File: config.mk
export PLATFORM = sky130hd
export DESIGN_NAME = cpu_read_burst_gen
export DESIGN_NICKNAME = d
export VERILOG_FILES = /design/src/rtl/cpu_burst_pkg.sv /design/src/rtl/cpu_gap_timer.sv /design/src/rtl/cpu_read_burst_gen.sv
export SDC_FILE = /design/constraint.sdc
export NUM_CORES = 1
export LEC_CHECK = 0
export BUFFER_PORTS_ARGS = -buffer_cell sky130_fd_sc_hd__buf_2
export CAP_MARGIN = 20
export CELL_PAD_IN_SITES_DETAIL_PLACEMENT = 1
export CELL_PAD_IN_SITES_GLOBAL_PLACEMENT = 2
export CORE_MARGIN = 1
export CORE_UTILIZATION = 29
export CTS_CLUSTER_DIAMETER = 150
export CTS_CLUSTER_SIZE = 30
export DETAILED_ROUTE_END_ITERATION = 10
export GPL_TIMING_DRIVEN = 0
export PLACE_DENSITY_LB_ADDON = 0.1
export REMOVE_ABC_BUFFERS = 1
export SLEW_MARGIN = 20
export SYNTH_ARGS = -nofsm -noshare
export SYNTH_HDL_FRONTEND = slang
export SYNTH_HIERARCHICAL = 1
export SYNTH_SLANG_ARGS = --single-unit
File: constraint.sdc
create_clock -name clk -period 1.8 [get_ports clk]
set_input_delay 0.09 -clock clk [delete_from_list [all_inputs] [get_ports clk]]
set_output_delay 0.09 -clock clk [all_outputs]
set_load 0.005 [all_outputs]
File: src/rtl/cpu_burst_pkg.sv
`default_nettype none
// ----------------------------------------------------------------------------
// cpu_burst_pkg : shared state encoding and default widths for the burst gen
// Rev 1.0
// ----------------------------------------------------------------------------
package cpu_burst_pkg;

   localparam int LEN_W_DEFAULT = 4;
   localparam int GAP_W_DEFAULT = 3;

   typedef enum logic [2:0] {
      IDLE     = 3'd0,
      START    = 3'd1,
      GAP      = 3'd2,
      ISSUE    = 3'd3,
      COMPLETE = 3'd4
   } burst_state_t;

endpackage
`default_nettype wire

File: src/rtl/cpu_gap_timer.sv
`default_nettype none
// ----------------------------------------------------------------------------
// cpu_gap_timer : loadable down-counter timing the idle gap before each read
// Rev 1.0
// ----------------------------------------------------------------------------
module cpu_gap_timer #(
   parameter int W = 3
) (
   input  logic         clk,
   input  logic         rst,
   input  logic         load,
   input  logic [W-1:0] load_val,
   input  logic         dec,
   output logic         zero
);

   logic [W-1:0] value;

   always_ff @(posedge clk) begin
      if (rst) begin
         value <= '0;
      end else if (load) begin
         value <= load_val;
      end else if (dec && (value != '0)) begin
         value <= value - W'(1);
      end
   end

   // Flags the decrement that brings the count to zero, so the caller can
   // leave the gap in the same cycle the count expires.
   assign zero = (value <= W'(1));

endmodule
`default_nettype wire

File: src/rtl/cpu_read_burst_gen.sv
`default_nettype none
// ----------------------------------------------------------------------------
// cpu_read_burst_gen : issues one memory read per gap, framing the burst with
// cpu_start / read_complete / cpu_end pulses.   Rev 1.0
// ----------------------------------------------------------------------------
module cpu_read_burst_gen
   import cpu_burst_pkg::*;
#(
   parameter int LEN_W = LEN_W_DEFAULT,
   parameter int GAP_W = GAP_W_DEFAULT
) (
   input  logic             clk,
   input  logic             rst,
   input  logic             req_valid,
   output logic             req_ready,
   input  logic [LEN_W-1:0] req_len,
   input  logic [GAP_W-1:0] req_gap,
   output logic             mem_rd_req,
   input  logic             mem_rd_ack,
   output logic             cpu_start,
   output logic             read_complete,
   output logic             cpu_end,
   output logic             busy,
   output logic             len0_err,
   output logic             ack_err
);

   burst_state_t     state;
   logic [LEN_W-1:0] len_q;
   logic [LEN_W-1:0] done_cnt;
   logic [GAP_W-1:0] gap_q;
   logic             len0_q;
   logic             ack_err_q;

   logic             accept;
   logic             last_read;
   logic [GAP_W-1:0] gap_eff;
   logic             timer_load;
   logic             timer_zero;

   assign accept     = req_valid && (state == IDLE);
   assign last_read  = (done_cnt + LEN_W'(1)) == len_q;
   // A zero gap still gets one idle cycle so read_complete never repeats back-to-back.
   assign gap_eff    = (gap_q == '0) ? GAP_W'(1) : gap_q;
   assign timer_load = (state == START) || (state == COMPLETE);

   cpu_gap_timer #(
      .W (GAP_W)
   ) u_gap_timer (
      .clk      (clk),
      .rst      (rst),
      .load     (timer_load),
      .load_val (gap_eff),
      .dec      (state == GAP),
      .zero     (timer_zero)
   );

   always_ff @(posedge clk) begin
      if (rst) begin
         state     <= IDLE;
         len_q     <= '0;
         gap_q     <= '0;
         done_cnt  <= '0;
         len0_q    <= 1'b0;
         ack_err_q <= 1'b0;
      end else begin
         len0_q    <= accept && (req_len == '0);
         ack_err_q <= mem_rd_ack && (state != ISSUE);
         case (state)
            IDLE: begin
               if (accept && (req_len != '0)) begin
                  len_q    <= req_len;
                  gap_q    <= req_gap;
                  done_cnt <= '0;
                  state    <= START;
               end
            end
            START: begin
               state <= GAP;
            end
            GAP: begin
               if (timer_zero) state <= ISSUE;
            end
            ISSUE: begin
               if (mem_rd_ack) state <= COMPLETE;
            end
            COMPLETE: begin
               done_cnt <= done_cnt + LEN_W'(1);
               state    <= last_read ? IDLE : GAP;
            end
            default: begin
               state <= IDLE;
            end
         endcase
      end
   end

   assign req_ready     = (state == IDLE);
   assign busy          = (state != IDLE);
   assign cpu_start     = (state == START);
   assign mem_rd_req    = (state == ISSUE);
   assign read_complete = (state == COMPLETE);
   assign cpu_end       = (state == COMPLETE) && last_read;
   assign len0_err      = len0_q;
   assign ack_err       = ack_err_q;

endmodule
`default_nettype wire

### Word level (Yosys, flattened, before mapping)

Cells that the tools add are included.

| word-level totals | value |
|---|---|
| bits in registers | 19 |
| input bits | 11 |
| output and inout port bits | 8 |
| logic and storage cells | 47 |

| operators by class | value |
|---|---|
| add/sub/neg operators | 2 |
| order comparisons | 1 |
| eq/ne operators | 9 |
| multiplexer cells | 10 |
| reduce and logical (&&, ||, !) cells | 18 |

Operators with widths:

| kind | count |
|---|---|
| 3-bit 2-to-1 mux | 6 |
| 3-bit one-hot mux with 5 select lines | 1 |
| 4-bit one-hot mux with 2 select lines | 1 |
| 3-bit by 2-bit == test with 1-bit output (second input constant) | 2 |
| 1-bit logical AND | 6 |
| 3-bit zero test | 2 |
| 3-bit nonzero test | 2 |
| 4-bit by 1-bit adder with 4-bit output (second input constant) | 1 |
| 4-bit == test | 1 |
| 4-bit zero test | 1 |
| 4-bit 2-to-1 mux | 1 |
| 2-bit by 1-bit inequality test with 1-bit output (second input constant) | 2 |
| 2-bit AND reduction | 2 |
| 2-bit nonzero test | 2 |
| 4-bit nonzero test | 1 |
| 3-bit by 1-bit == test with 1-bit output (second input constant) | 1 |
| 3-bit == test (second input constant) | 1 |
| 3-bit by 1-bit less-or-equal comparator with 1-bit output (second input constant) | 1 |
| 3-bit by 2-bit inequality test with 1-bit output (second input constant) | 1 |
| 3-bit AND reduction | 1 |
| 3-bit by 1-bit subtractor with 3-bit output (second input constant) | 1 |
| 2-bit 2-to-1 mux | 1 |
| 2-bit inequality test (second input constant) | 1 |
| 1-bit logical OR | 1 |

### Depth between registers and ports, before layout

Gate-level depths: netlist of run 1.

| logic depth | value |
|---|---|
| depth after elaboration | 5 |
| depth in mapped cells | 7 |
| mapped depth without buffers | 7 |

### By module

The synthesis of run 1 kept the hierarchy.

Modules (own cells, without submodules):

| module | instances | cells an instance | area each (um2) | sequential area each (um2) |
|---|---|---|---|---|
| cpu_read_burst_gen | 1 | 93 | 827.0 | 320.3 |
| cpu_gap_timer | 1 | 25 | 244.0 | 60.1 |

### Worst setup path after synthesis of run 1

Ideal clock, no wire load.

| path | value |
|---|---|
| kind | flip-flop to flip-flop |
| start | reg state[0] |
| end | reg u_gap_timer.value[1] |
| setup time | 122 ps |
| data arrival time | 1685 ps |
| required time | 1678 ps |
| path slack | -7 ps |
| cell stages (with the launch flop) | 7 |
| path buffers | 1 |
| clock period less this slack | 1807 ps |
| cell sequence | dfxtp_1 > clkbuf_1 > or3b_4 > clkinv_4 > or2_2 > and3b_1 > a311o_1 |

| between the ends | value |
|---|---|
| longest elaborated chain between the ends | 3 |
| elaborated cells on any way between the ends | 7 |
| classes of those cells | eq/ne (3); mux (1); reduce/logical (3) |

RTL lines:

| what | RTL line | source |
|---|---|---|
| start, declared | cpu_read_burst_gen.sv:28 | `burst_state_t state;` |
| start signal, assigned | cpu_read_burst_gen.sv:89 | `state <= last_read ? IDLE : GAP;` |
| 3-bit == test (*) | -- |  |
| net read_complete | cpu_read_burst_gen.sv:21 | `output logic read_complete,` |
| 1-bit logical OR (*) | cpu_read_burst_gen.sv:45 | `assign timer_load = (state == START) \|\| (state == COMPLETE);` |
| net timer_load | cpu_read_burst_gen.sv:38 | `logic timer_load;` |
| 3-bit 2-to-1 mux / 2-bit nonzero test (equally long branches) | -- |  |
| end signal, assigned | cpu_gap_timer.sv:23 | `value <= load_val;` |
| end signal, assigned | cpu_gap_timer.sv:25 | `value <= value - W'(1);` |
| end, declared | cpu_gap_timer.sv:17 | `logic [W-1:0] value;` |

The timed path passes the listed nets; every way through them passes the cells marked *.
A chain may end at the register's enable or synchronous reset.

### Worst setup path in the final report of run 1

| path | value |
|---|---|
| start | reg state[2] |
| end | reg u_gap_timer.value[1] |

| between the ends | value |
|---|---|
| longest elaborated chain between the ends | 3 |
| elaborated cells on any way between the ends | 7 |
| classes of those cells | eq/ne (3); mux (1); reduce/logical (3) |

RTL lines:

| what | RTL line |
|---|---|
| 3-bit by 1-bit == test with 1-bit output / 3-bit == test (equally long branches) | cpu_read_burst_gen.sv:45 |
| 1-bit logical OR (*) | cpu_read_burst_gen.sv:45 |
| net timer_load | cpu_read_burst_gen.sv:38 |
| 3-bit 2-to-1 mux / 2-bit nonzero test (equally long branches) | -- |

Marks and branches as above.

==> results of run 1 <==
==> cells by family (layout without fill, tap and decap cells) <==
| family | after synthesis | after routing | share of synthesized area (%) |
|---|---|---|---|
| compound gates | 37 | 37 | 25.24 |
| fa+ha+maj | 4 | 4 | 4.673 |
| buf+inv | 12 | 28 | 4.907 |
| flops | 19 | 19 | 35.51 |
| simple gates | 41 | 41 | 24.30 |
| xor+xnor | 5 | 5 | 5.374 |
==> cells in the final DEF, fill, tap and decap left out, types with 2 or more instances in the layout <==
cell,n
nor3b_1,2
nor2b_1,2
clkbuf_8,3
a21oi_1,12
nor3_1,4
o21ai_1,4
and3b_1,2
and3_1,3
buf_2,18
dfxtp_2,4
inv_1,5
ha_1,4
xor2_1,2
dfxtp_1,15
nand3_1,4
or3_1,2
o21bai_1,2
xnor2_1,2
nor2_1,2
o21ai_0,6
nand2_1,10
==> area by class of cell <==
class	instances	share of cell area, %
clock buffer	3	3.297
clock inverter	1	0.3996
inverter	6	2.198
multi-input combinational	87	51.55
sequential	19	30.77
tap	46	4.595
timing repair buffer	18	7.193
==> how the worst max path moves through the flow <==
stage,to,cells after the start,slack (ns)
floorplan,u_gap_timer/value[1],5,0.11
global route,u_gap_timer/value[1],5,0.02
CTS,u_gap_timer/value[1],5,0.02
global placement,u_gap_timer/value[2],4,-0.11
finish,u_gap_timer/value[1],5,0.11
detailed placement,u_gap_timer/value[2],4,-0.16
==> timing repair <==
| item | in CTS | in global routing |
|---|---|---|
| setup endpoints to repair | 2 | 2 |
| endpoints found under the hold margin | 0 | 0 |
| resized for setup | 4 | 2 |
==> per-stage QoR <==
stage | cell area [sq um] | std cells | util, %
after floorplan | 1046 | 112 | -
after global placement | 1194 | 176 | 34.68
after detailed placement | 1194 | 176 | 34.68
after CTS | 1249 | 180 | 36.28
after global routing | 1252 | 180 | 36.39
final | 1252 | 180 | 36.39
==> flip-flops by register name (all words and copies together), names as in the netlist <==
signal             cells
u_gap_timer/value      3
ack_err                1
done_cnt               4
gap_q                  3
state                  3
len_q                  4
len0_err               1
==> routing by layer <==
metal | part of all wire (%) | global-route usage (%) | up-vias
met5 | 0 | 0 | -
met4 | 1.7 | 6.105 | 0
met3 | 3.0 | 2.555 | 5
met2 | 46 | 23.51 | 16
met1 | 50 | 18.43 | 437
li1 | - | - | 465
==> power by group <==
part           internal, W  leakage (nW)  switching [W]
clock network     0.000154        0.0255       0.000158
registers         0.000466         0.157      0.0000518
logic             0.000162         0.323       0.000195
==> critical path, cell delays in order, from the launching register on <==
cell and delay, ns:
dfxtp_2 0.43, or3b_4 0.46, clkinv_4 0.10, or2_4 0.17, nor3_1 0.07, a311o_1 0.36
==> metrics.md, run 1 <==
| Metric | Value |
|---|---|
| WL per Instance | 14.23 um |
| WS Path Type | reg2reg |
| PD cells | 947.4 nW/um^2 |
| Setup crit start | state[2] |
| Actual slew at the worst max-slew pin | 0.8680 ns |
| Area leader, netlist | dfxtp_1 |
| Setup violators final | 0 |
| Critical R2R Capture | u_gap_timer/value[1] |
| Post-synthesis register bit count | 19 |
| Setup crit end kind | register |
| Syn Area/Cell | 9.077 sq um |
| Setup Slack @ Placement | -0.1600 ns |
| Max-slew violation count | 0 |
| Count leader, synth | dfxtp_1 |
| R2R Setup Slk | 0.11 ns |
| Hold Vio Cnt, Final | 0 |
| HP Start | req_gap[1] |
| Tot Pwr | 0.001187 W |
| Antenna violations before repair | 0 |
| Hold path cells | 3 |
| Final setup margin | 0.1082 ns |
| Post CTS Setup Buffer Count | 0 |
| Detailed placement HPWL | 1825 um |
| Multi-input gate area | 645.6 sq um |
| Yosys cell types | 44 |
| Worst Hold Class | in2reg |
| Max-cap violations | 0 |
| Die Y-Extent | 62.77 um |
| Hold Path End | gap_q[1] |
| EDFF count, synth | 0 |
| Htree depth | 1 |
| CTS tree | done |
| GPL Wtd Cong | 0.7064 |
| Synth Instances | 118 |
| Post-synthesis sequential area ratio | 35.51% |
| Largest net degree at the start of global routing | 21 |
| Ys Warns | 6 |
| Hold_buf cts | 0 |
| Area contributors post-synth | dfxtp_1, a21oi_1, ha_1 |
| Die width | 62.77 um |
| Min Tclk post-route | 1.692 ns |
| Clock buffer depth | 2 |
| Fill cells | 418 |
| Share of cells above drive strength 1 | 28.36% |
| Worst relative slew slack | 41.65% |
| Leakage | 0.5048 nW |
| Initial drt markers | 57 |
| Worst Path Arrival | 1.85 ns |
| Max FO, Critical Path | 9 |
| Vias | 923 |
| Final TNS setup | 0 ns |
| GRT Residual Overflow | 0 |
| Max Freq | 591.1 MHz |
| Port Buffers | 18 |
| Reg2Reg Depth | 5 |
| Number of diodes | 0 |
| 1st-pass router iterations | 4 |
| Area grow syn2layout | 16.94% |
| RSZ-0062 raised after global routing | false |
| Top_reg_cell synth | dfxtp_1 |
| Core ar. | 3442 sq um |
| Routed Antenna Nets | 0 |
| Clock-pin slew on the worst setup and hold paths | 0.08 ns |
| Synth top area share | 35.51% |
| Maximum vdd drop | 0.2877 mV |
| Period utilisation layout | 93.99% |
| Crit Reg-Reg Startpoint | state[2] |
| Crit start category | register |
| Post-synth top cells | dfxtp_1, a21oi_1, nand2_1 |
| Row count | 21 |
| Critical Path RT | 1.96 ns |
| DRC | 0 |
| First-pass GRT wire length | 4457 um |
| Vias per cell | 5.128 |
| Setup Skew | 0.002869 ns |
| Die ar. | 3940 sq um |
| # nets final | 150 |
| Worst-skew pair later-pin latency | 0.26 ns |
| Final wirelength | 2561 um |
| Hold_ws | 0.06832 ns |
| I/O pins | 19 |
| # clock sinks | 19 |
| Ys async rst share | 0% |
| Root buffer cell | clkbuf_8 |
| CTS Buf Count | 3 |
| Starting density of the core | 31.12% |
| Vias in the first global route | 954 |
| Register area | 385.4 sq um |
| Run status | finished, final reports clean |
| Total GRT Usage | 14.36% |
| Cell Area, Synth | 1071 sq um |
(Power assumes the default switching activity.)
==> inputs of run 2 (changes only) <==
--- a/config.mk
+++ b/config.mk
@@ -6,13 +6,13 @@
 export NUM_CORES = 1
 export LEC_CHECK = 0
-export BUFFER_PORTS_ARGS = -buffer_cell sky130_fd_sc_hd__buf_2
 export CAP_MARGIN = 20
 export CELL_PAD_IN_SITES_DETAIL_PLACEMENT = 1
 export CELL_PAD_IN_SITES_GLOBAL_PLACEMENT = 2
 export CORE_MARGIN = 1
-export CORE_UTILIZATION = 29
+export CORE_UTILIZATION = 33
 export CTS_CLUSTER_DIAMETER = 150
 export CTS_CLUSTER_SIZE = 30
 export DETAILED_ROUTE_END_ITERATION = 10
+export DONT_BUFFER_PORTS = 1
 export GPL_TIMING_DRIVEN = 0
 export PLACE_DENSITY_LB_ADDON = 0.1
==> constraint.sdc (replaced) <==
create_clock -name clk -period 1.8 [get_ports clk]
set_input_delay 0.18 -clock clk [delete_from_list [all_inputs] [get_ports clk]]
set_output_delay 0.18 -clock clk [all_outputs]
set_load 0.005 [all_outputs]
==> metrics.md, run 2 (synthesis gave the netlist of run 1 again) <==
| Metric | Value |
|---|---|
| Clock buffer depth | 2 (unchanged) |
| # clock sinks | 19 (unchanged) |
| Hold Vio Cnt, Final | 0 (unchanged) |
| Register area | 389.1 sq um (+0.97%) |
| First-pass GRT wire length | 4298 um (-3.6%) |
| CTS tree | done |
| PD cells | 884.7 nW/um^2 (-6.6%) |
| Vias per cell | 5.257 (+2.5%) |
| Period utilisation layout | 93.76% (-0.23 points) |
| Htree depth | 1 (unchanged) |
| Root buffer cell | clkbuf_4 |
| GRT Residual Overflow | 0 (unchanged) |
| Critical Path RT | 2.00 ns (+0.04 ns) |
| Worst-skew pair later-pin latency | 0.30 ns (+0.04 ns) |
| DRC | 0 (unchanged) |
| Hold path cells | 2 (-1) |
| Die width | 58.97 um (-6.1%) |
| Maximum vdd drop | 0.3976 mV (+38%) |
| Detailed placement HPWL | 1793 um (-1.8%) |
| Setup Skew | 0.004304 ns (+0.001435 ns) |
| Multi-input gate area | 645.6 sq um (unchanged) |
| Core ar. | 3078 sq um (-11%) |
| R2R Setup Slk | 0.11 ns (about the same) |
| Core Util, Final | 39.47% (+3.1 points) |
| # nets final | 139 (-7.3%) |
| Initial drt markers | 19 (-67%) |
| Commonest cells after routing, fill and taps aside | dfxtp_1, a21oi_1, nand2_1 |
| Port Buffers | 0 (-18) |
| CTS Buf Count | 3 (unchanged) |
| Worst Path Arrival | 1.89 ns (+0.04 ns) |
| Largest registers | done_cnt: 4 flops, len_q: 4 flops |
| RSZ-0062 raised after global routing | false |
| Actual slew at the worst max-slew pin | 0.7809 ns (-0.08703 ns) |
| Placed Instances | 156 (-11%) |
| Clock-pin slew on the worst setup and hold paths | 0.12 ns (+0.04 ns) |
| 1st-pass router iterations | 4 (unchanged) |
| Row count | 20 (-4.8%) |
| Reg2Reg Depth | 5 (unchanged) |
| Die Y-Extent | 58.97 um (-6.1%) |
| Leakage | 0.4479 nW (-11%) |
| I/O pins | 19 (unchanged) |
| Starting density of the core | 34.80% (+3.7 points) |
| Vias | 878 (-4.9%) |
| Fill cells | 369 (-12%) |
| Max Freq | 592.5 MHz (+0.25%) |
| Area grow syn2layout | 13.44% |
| Setup violators final | 0 (unchanged) |
| Max-slew violation count | 0 (unchanged) |
| Max FO, Critical Path | 9 (unchanged) |
| Worst Hold Class | in2reg |
| Largest net degree at the start of global routing | 15 (-29%) |
| WS Path Type | reg2reg |
| Run status | finished, final reports clean |
| Antenna violations before repair | 0 (unchanged) |
| Final setup margin | 0.1124 ns (+0.004152 ns) |
| Routed Antenna Nets | 0 (unchanged) |
| Most common cell after layout, fill and taps aside | dfxtp_1 |
| Setup crit end kind | register |
| Vias in the first global route | 932 (-2.3%) |
| Setup Slack @ Placement | -0.1891 ns (-0.02907 ns) |
| Min Tclk post-route | 1.688 ns (-0.004152 ns) |
| Final wirelength | 2565 um (+0.16%) |
| Worst relative slew slack | 47.50% (+5.9 points) |
| Max-cap violations | 0 (unchanged) |
| Cell Count, Final, Fillers Out | 167 (-7.2%) |
| Share of cells above drive strength 1 | 17.07% (-11 points) |
| Post CTS Setup Buffer Count | 0 (unchanged) |
| WL per Instance | 15.36 um (+8.0%) |
| Crit start category | register |
| Number of diodes | 0 (unchanged) |
| Total GRT Usage | 16.67% (+2.3 points) |
| GPL Wtd Cong | 0.7316 (+3.6%) |
| Die ar. | 3477 sq um (-12%) |
==> run 2: cell type report <==
class                      instances  share of cell area, %
multi-input combinational         87                  53.14
sequential                        19                  32.03
timing repair buffer               7                  5.767
tap                               44                  4.531
inverter                           6                  2.266
clock buffer                       3                  1.854
clock inverter                     1                 0.4119
==> run 2: critical path, stage by stage (launching register included) <==
cell and delay (ns):
dfxtp_4 0.39, or3b_4 0.30, clkinv_4 0.10, or2_4 0.30
and3b_1 0.19, a311o_1 0.30
==> run 2: worst paths after layout <==
kind | to | start
setup / recovery | u_gap_timer/value[1] | state[2]
hold reg to reg | state[0] | state[2]
hold / removal | gap_q[2] | req_gap[2]
setup reg to reg | u_gap_timer/value[1] | state[2]
==> run 2: per-layer routing <==
layer / GRT usage [%] / vias to the layer above / part of all wire, % / wire (um)
met5: 0 / - / 0 / 0
met3: 4.367 / 2 / 3.7 / 94
met1: 20.51 / 416 / 45 / 1162
met4: 3.061 / 0 / 0.74 / 19
li1: - / 444 / - / -
met2: 29.38 / 16 / 50 / 1288
==> run 2: repair_timing <==
action                                  4_1_cts  5_1_grt
hold endpoints to repair                     14        2
endpoints found under the setup margin        3        2
gates resized for setup                       4        4
hold buffers                                  5        2
==> run 2: per-stage QoR <==
stage	hold slack [ns]	setup TNS, ns	instance area, sq um	power, W
finish	0.01288	0	1215	0.001075
global route	0.004768	0	1215	0.001157
global placement	0.2510	-0.1648	1101	0.0008257
CTS	0.001683	0	1187	0.001088
detailed placement	0.2531	-0.2766	1101	0.0008382
floorplan	0.2479	0	1046	0.0007657
==> run 2: where the power goes <==
group	switching (W)	internal [W]	leakage, nW
Clock	0.000142	0.0000828	0.0177
Sequential	0.0000507	0.000465	0.158
Combinational	0.000184	0.000150	0.273
Total	0.000377	0.000698	0.448
